`config.mk`:
```
export PLATFORM = sky130hd
export DESIGN_NAME = ksa
export DESIGN_NICKNAME = d
export VERILOG_FILES = /design/src/rtl/arc4_pkg.sv /design/src/rtl/ksa.sv
export SDC_FILE = /design/constraint.sdc
export NUM_CORES = 1
export LEC_CHECK = 0
export CAP_MARGIN = 25
export CORE_ASPECT_RATIO = 1.1
export CORE_UTILIZATION = 58
export CTS_CLUSTER_SIZE = 20
export DETAILED_ROUTE_END_ITERATION = 6
export HOLD_SLACK_MARGIN = 0.05
export PLACE_DENSITY = 0.85
export SLEW_MARGIN = 20
export SYNTH_ARGS = -nofsm -noshare
export SYNTH_HDL_FRONTEND = slang
export SYNTH_SLANG_ARGS = --single-unit
```
`constraint.sdc`:
```
create_clock -name CLOCK_50 -period 9.38 [get_ports CLOCK_50]
set_input_delay 1.407 -clock CLOCK_50 [delete_from_list [all_inputs] [get_ports CLOCK_50]]
set_output_delay 1.407 -clock CLOCK_50 [all_outputs]
set_load 0.01 [all_outputs]
```
`src/rtl/arc4_pkg.sv`:
```
// Shared ARC4 definitions: KSA state encoding, S-memory geometry and key byte
// selection used by the key-scheduling and cracker stages.
package arc4_pkg;

  localparam int KEY_W     = 24;
  localparam int KEY_BYTES = 3;
  localparam int S_DEPTH   = 256;
  localparam int ADDR_W    = 8;

  typedef enum logic [2:0] {
    IDLE,
    RD_SI,
    GET_SI,
    GET_SJ,
    WR_I,
    WR_J
  } ksa_state_t;

  // Key is consumed big-endian: sel 0 picks the most significant byte.
  function automatic logic [7:0] key_byte(input logic [KEY_W-1:0] k,
                                          input logic [1:0]       sel);
    logic [7:0] b;
    case (sel)
      2'd0:    b = k[23:16];
      2'd1:    b = k[15:8];
      default: b = k[7:0];
    endcase
    return b;
  endfunction

endpackage

```
`src/rtl/ksa.sv`:
```
// ARC4 key-scheduling stage: permutes the 256-byte S memory in place using a
// 24-bit key, five cycles per index, handing off via an en/rdy handshake.
module ksa
  import arc4_pkg::*;
(
  input  logic             CLOCK_50,
  input  logic             rst_n,
  input  logic             en,
  output logic             rdy,
  input  logic [KEY_W-1:0] key,
  output logic [7:0]       s_addr,
  input  logic [7:0]       s_rddata,
  output logic [7:0]       s_wrdata,
  output logic             s_wren
);

  ksa_state_t       state, state_nx;
  logic [7:0]       i, j, si, sj;
  logic [1:0]       ksel;
  logic [KEY_W-1:0] key_q;
  logic [7:0]       jn;

  // s_rddata holds s[i] in GET_SI, so the new j is known in time to address s[j].
  assign jn = j + s_rddata + key_byte(key_q, ksel);

  // NOTE: sequential state uses non-blocking assignments so every register
  // samples pre-edge values, independent of statement order.
  always_ff @(posedge CLOCK_50) begin
    if (!rst_n) begin
      state <= IDLE;
      i     <= '0;
      j     <= '0;
      ksel  <= '0;
      si    <= '0;
      sj    <= '0;
      key_q <= '0;
    end else begin
      state <= state_nx;
      case (state)
        IDLE: begin
          if (en) begin
            key_q <= key;
            i     <= '0;
            j     <= '0;
            ksel  <= '0;
          end
        end
        GET_SI: begin
          si <= s_rddata;
          j  <= jn;
        end
        GET_SJ: sj <= s_rddata;
        WR_J: begin
          if (i != 8'hFF) begin
            i    <= i + 8'd1;
            ksel <= (ksel == 2'd2) ? 2'd0 : ksel + 2'd1;
          end
        end
        default: ;
      endcase
    end
  end

  // NOTE: every output and the next state get a default first, so no path
  // through the case can leave a value held and infer a latch.
  always_comb begin
    state_nx = state;
    rdy      = 1'b0;
    s_addr   = '0;
    s_wrdata = '0;
    s_wren   = 1'b0;
    case (state)
      IDLE: begin
        rdy = 1'b1;
        if (en) state_nx = RD_SI;
      end
      RD_SI: begin
        s_addr   = i;
        state_nx = GET_SI;
      end
      GET_SI: begin
        s_addr   = jn;
        state_nx = GET_SJ;
      end
      GET_SJ: begin
        s_addr   = j;
        state_nx = WR_I;
      end
      WR_I: begin
        s_addr   = i;
        s_wrdata = sj;
        s_wren   = 1'b1;
        state_nx = WR_J;
      end
      WR_J: begin
        s_addr   = j;
        s_wrdata = si;
        s_wren   = 1'b1;
        state_nx = (i == 8'hFF) ? IDLE : RD_SI;
      end
      default: state_nx = IDLE;
    endcase
  end

endmodule

```
==> results.md, run 1 <==
- Critical Path Source: s_rddata[1]
- Worst R2R End: j[7]$_SDFFE_PN0P_
- Delay-heaviest family, CP: adder cells
- Post-route DRC: 0
- Worst Path Required: 7970 ps
- Setup ws final: 3560 ps
- Crit. End Element: primary output
- Routed WL per cell: 14.6 um
- Worst EP arrival: 4410 ps
- GPL Wtd Cong: 0.843
- Clock transition at path regs: 70 ps
- Max cap viols: 0
- Min-delay worst type: reg2reg
- Ports: 53
- CP Launch Type: input port
- Internal: 521 uW
- Pwr/cell area: 179 nW/um^2
- Final setup fails: 0
- Synth-to-Final Area Change: 21.9%
- Hold Fails Final Rpt: 0
- Most area-hungry cell type in the Yosys netlist: dfxtp_1
- Syn Inst Count: 419
- Routed Antenna Nets: 0
- Die area: 6260 sq um
- CP peak stage delay: 570 ps
- Die Height: 82.9 um
- FFs w/ async S/R, synth: 0%
- Clk pwr share: 35.2%
- Worst-case reg-to-reg path depth: 11
- Post-synth top area share: 35.4%
- Syn nets: 469
- Instance count on the critical path: 11
- Clk Latency, worst-skew pair: 350 ps
- Fin nets: 510
- CTS tree: built
- Design Power: 754 uW
- Slew of the pin with the lowest slew margin: 758 ps
- Final TNS setup: 0 ps
- Clk_skew: 6.02 ps
- Post-cts hold buffer count: 0
- Global route overflow: 0
- F_max: 0.172 GHz
- Total length of routed wires: 7900 um
- CTS root buf: clkbuf_8
- Leak pwr: 1.50 nW
- TritonCTS Buffers: 9
- Pre-CTS WS: 3600 ps
- First-pass GRT wire length: 13100 um
- Most area-consuming cells after synthesis: dfxtp_1 35%, nand2_1 12%, a21boi_0 10%
- Number of global-route vias before repair: 2849
- Layout cells sized above 1: 6.88%
- Critical path buffer and inverter count: 3
- Part of the power in registers: 39.5%
- Ant diodes: 0
- Vias: 3082
- Sw power: 233 uW
- Final core utilization: 72.9%
- Post-synth EDFFs: 0
- CTS Sinks: 61
- Unrepaired setup endpoints after global routing: false
- Mean post-synth cell area: 8.24 sq um
- Initial DRC Count: 346
- Clock H-tree levels: 3
- Post-synthesis sequential area ratio: 35.4%
- CP max FO: 3
- Die X: 75.6 um
- Row cnt: 29
- Hold Slack: 464 ps
- Post-synth cell types: 47
- VDD IR max: 0.125 mV
- Critical path type: in2out
- Yosys reg bits: 61
- Via density: 5.69
- Post-Syn Area: 3450 sq um
- Largest net degree at the start of global routing: 59
- Port Buffers: 52
- Critical path's slowest cell: fa_1
- Comb pwr share: 25.3%
- Cell Chain, Critical Path: clkdlybuf4s50_1 -> fa_1 -> ha_1 -> inv_1 -> fa_1 -> nor2b_1 -> o31ai_1 -> a21oi_1 -> xnor2_1 -> o21ai_0 -> clkdlybuf4s50_1
- Setup Fix Bufs, Post-CTS: 0
- DP HPWL: 5240 um
- Core Region: 5770 sq um
- Starting Density: 59.8%
- Tot GR Track Use: 27.9%
- PostCTS Resize Cnt: 0
- Worst setup endpoint: s_addr[7]
- Run status: complete, no violations
- Initial antenna violation count: 0
- Final period util: 62.0%
- Hold Crit Start: key_q[2]$_SDFFE_PN0P_
- First-pass DRT Iterations: 5
- Min cycle time layout: 5820 ps
- Max-Slew Margin vs Limit: 49.4%
- Slew Viols, Final: 0
- Top_reg_cell synth: dfxtp_1
- Max Buffers Root-to-Sink: 2
- Worst R2R Setup Slack: 6250 ps
- Yosys Warn Count: 0
- Sw frac: 30.9%
- Reg2reg start: ksel[0]$_SDFFE_PN0P_
==> area by class of cell <==
| cell class | count | area [sq um] |
|---|---|---|
| clock buffers | 10 | 138 |
| clock inverters | 6 | 86.3 |
| fillers | 448 | 1560 |
| inverters | 10 | 37.5 |
| multi-input cells | 321 | 2050 |
| flip-flops and latches | 61 | 1220 |
| well taps | 77 | 96.3 |
| repair buffers | 57 | 573 |
==> flip-flops by register name, summed over array words and instances (netlist names) <==
register,count
key_q,24
i,8
j,8
si,8
sj,8
state,3
ksel,2
==> synthesized netlist by cell type (2+ instances only) <==
master	count
nand2_1	108
dfxtp_1	61
a21boi_0	48
nor2_1	27
mux2i_1	19
clkbuf_1	17
o21ai_0	14
inv_1	10
nand3_1	10
a21oi_1	9
a22oi_1	8
fa_1	8
and2_1	7
ha_1	7
buf_2	6
xor2_1	6
nor2b_1	5
xnor2_1	5
buf_6	4
mux2_2	4
o22ai_1	4
nand4_1	3
a21o_1	2
nand3b_1	2
o2111ai_1	2
o221ai_1	2
==> power groups by stage <==
stage	logic, mW	registers, mW	clock network, mW
global placement	0.176	0.302	0
floorplan	0.135	0.294	0
finish	0.191	0.297	0.266
CTS	0.184	0.297	0.267
global route	0.212	0.300	0.279
detailed placement	0.182	0.303	0
==> kinds of logic (layout without fill, tap and decap cells) <==
group / Yosys count / in the layout / synth area share (%)
DFF: 61 / 61 / 35.4
buffers and inverters: 37 / 83 / 5.11
AOI/OAI and AO/OA: 98 / 98 / 20.4
xor gates and xnor gates: 11 / 11 / 2.79
muxes: 23 / 23 / 6.81
and+or+nand+nor: 174 / 174 / 22.3
adders and majority gates: 15 / 15 / 7.18
==> layer usage <==
metal | share of wire, % | wire (um) | track usage, % | up-vias
met5 | 0 | 0 | 0 | -
met4 | 2.0 | 159 | 12.3 | 0
met3 | 6.5 | 511 | 5.70 | 18
met2 | 47 | 3750 | 43.9 | 129
met1 | 44 | 3470 | 36.3 | 1429
li1 | - | - | - | 1506
==> placed cells by master, fill, tap and decap left out, drive strengths merged, types with 10 or more instances in the layout <==
| cell type | count |
|---|---|
| nand2 | 108 |
| dfxtp | 61 |
| clkdlybuf4s50 | 52 |
| a21boi | 48 |
| nor2 | 28 |
| mux2i | 19 |
| o21ai | 14 |
| inv | 10 |
| nand3 | 10 |
| clkbuf | 10 |
==> worst min path at each step <==
stage | endpoint | cells after the start
finish | key_q[2]$_SDFFE_PN0P_ | 2
global route | key_q[3]$_SDFFE_PN0P_ | 2
CTS | sj[2]$_SDFFE_PN0P_ | 2
detailed placement | key_q[2]$_SDFFE_PN0P_ | 2
global placement | sj[4]$_SDFFE_PN0P_ | 2
floorplan | key_q[16]$_SDFFE_PN0P_ | 2
==> metrics by stage <==
step / instance area, sq um / cells
floorplan: 3450 / 419
global route: 4210 / 542
CTS: 4170 / 539
detailed placement: 3950 / 523
global placement: 3950 / 523
finish: 4210 / 542
==> tightest hold or removal path, stage by stage (launching register included) <==
cell and delay [ps]:
dfxtp_1 310, nand2_1 40, a21boi_0 60
(Power assumes the default switching activity.)
==> run 2: changes to the inputs <==
Settings changed: CORE_UTILIZATION 58 to 49, PLACE_DENSITY 0.85 to 0.76.
Clock period 9.38 ns to 5.1 ns, I/O delays scaled along.
==> results.md, run 2 (synthesis gave the netlist of run 1 again) <==
- Run status: complete, no violations
- Synth-to-Final Area Change: 20.7%
- Clk pwr share: 32.1%
- Core Region: 6710 sq um
- Die Height: 90.0 um
- GPL Wtd Cong: 0.852
- VDD IR max: 0.209 mV
- PostCTS Resize Cnt: 0
- Max cap viols: 0
- Placed cell areas: 3960 sq um
- Hold Fails Final Rpt: 0
- Final setup fails: 0
- Slew Viols, Final: 0
- Ant diodes: 0
- Max Buffers Root-to-Sink: 2
- Critical path's slowest cell: dfxtp_1
- Comb pwr share: 25.7%
- TritonCTS Buffers: 9
- Unrepaired setup endpoints after global routing: false
- Max-Slew Margin vs Limit: 52.9%
- Global route overflow: 0
- Most common cell after layout, fill and taps aside: nand2_1
- Final period util: 92.1%
- Crit. End Element: primary output
- Design Power: 1.31 mW
- Final TNS setup: 0 ps
- Leak pwr: 1.48 nW
- Via density: 5.35
- First-pass DRT Iterations: 4
- Setup ws final: 403 ps
- Largest net degree at the start of global routing: 58
- Ports: 53
- CP peak stage delay: 660 ps
- Tot GR Track Use: 22.9%
- Clk_skew: 5.99 ps
- Clk Latency, worst-skew pair: 340 ps
- Post-route DRC: 0
- Port Buffers: 52
- Total length of routed wires: 7730 um
- Critical path buffer and inverter count: 2
- Routed WL per cell: 14.2 um
- Register name with the most flops: key_q
- Setup Fix Bufs, Post-CTS: 0
- DP HPWL: 5450 um
- Delay-heaviest family, CP: compound AO/OA/AOI/OAI gates
- Pre-CTS WS: 622 ps
- Cell Chain, Critical Path: mux2i_1 -> o21ai_0 -> fa_1 -> ha_1 -> inv_1 -> fa_1 -> nor2b_1 -> o31ai_1 -> a21oi_1 -> xnor2_1 -> o21ai_0 -> clkdlybuf4s50_1
- Die X: 82.0 um
- Clock transition at path regs: 70 ps
- Starting Density: 51.4%
- Die area: 7390 sq um
- Routed Antenna Nets: 0
- Part of the power in registers: 42.2%
- Sw frac: 32.1%
- Sw power: 421 uW
- Initial antenna violation count: 0
- Vias: 2915
- Initial DRC Count: 184
- Worst EP arrival: 3930 ps
- CTS root buf: clkbuf_8
- Min cycle time layout: 4700 ps
- Slew of the pin with the lowest slew margin: 706 ps
- CP Launch Type: flop
- Critical path type: reg2out
- Fin nets: 509
- Layout cells sized above 1: 6.70%
- CTS Sinks: 61
- Row cnt: 31
- Number of global-route vias before repair: 2692
- Max FFs per register: 24
- Post-cts hold buffer count: 0
- Final instance area: 4170 sq um
- CTS tree: built
- Min-delay worst type: reg2reg
- First-pass GRT wire length: 13000 um
- Pwr/cell area: 315 nW/um^2
- CP max FO: 11
- Worst Path Required: 4340 ps
- Internal: 890 uW
- Most frequent cells in the layout: 107 x nand2_1, 61 x dfxtp_1, 52 x clkdlybuf4s50_1
- F_max: 0.213 GHz
- Clock H-tree levels: 3
## run 2: cell types whose count changed in the layout (fill, tap and decap cells not counted), sizes merged
cell,previous run,this run
buf,5,4
bufinv,2,1
clkbuf,10,9
clkinv,3,4
## run 2: worst min-delay path, cell delays in order (launching register included)
cell	delay [ps]
dfxtp_1	310
nand2_1	50
a21boi_0	60
## run 2: layer usage
| metal | global-route usage [%] | vias to the layer above | part of all wire [%] |
|---|---|---|---|
| met5 | 0 | - | 0 |
| met4 | 11.0 | 0 | 1.8 |
| met3 | 4.26 | 16 | 4.8 |
| met2 | 35.9 | 80 | 47 |
| met1 | 29.8 | 1317 | 46 |
| li1 | - | 1502 | - |
## run 2: worst paths after layout
path         depth (start not counted)                     to                   from  slack (ps)
max                                 12              s_addr[7]   ksel[0]$_SDFFE_PN0P_         400
max reg2reg                         11      j[7]$_SDFFE_PN0P_   ksel[0]$_SDFFE_PN0P_        2030
min reg2reg                          2  key_q[2]$_SDFFE_PN0P_  key_q[2]$_SDFFE_PN0P_         460
min                                  2  key_q[2]$_SDFFE_PN0P_  key_q[2]$_SDFFE_PN0P_         460
## run 2: final cells by class
type | instances | area, sq um
clock inverters | 6 | 65.1
fillers | 632 | 2540
repair buffers | 56 | 558
flip-flops and latches | 61 | 1220
clock buffers | 9 | 124
well taps | 82 | 103
inverters | 10 | 37.5
multi-input cells | 321 | 2060
## run 2: stage by stage
step	cells	utilization, %	hold WS, ps
final	545	62.1	462
after global routing	545	62.1	484
after CTS	544	61.8	466
after detailed placement	529	59.0	456
after global placement	529	59.0	449
after floorplan	419	-	443
## run 2: power by group through the flow
stage                     sequential, mW  clock (mW)  combinational (mW)
after floorplan                    0.541           0               0.248
after global placement             0.562           0               0.322
after detailed placement           0.564           0               0.332
after CTS                          0.553       0.428               0.333
after global routing               0.559       0.450               0.377
final                              0.553       0.421               0.337
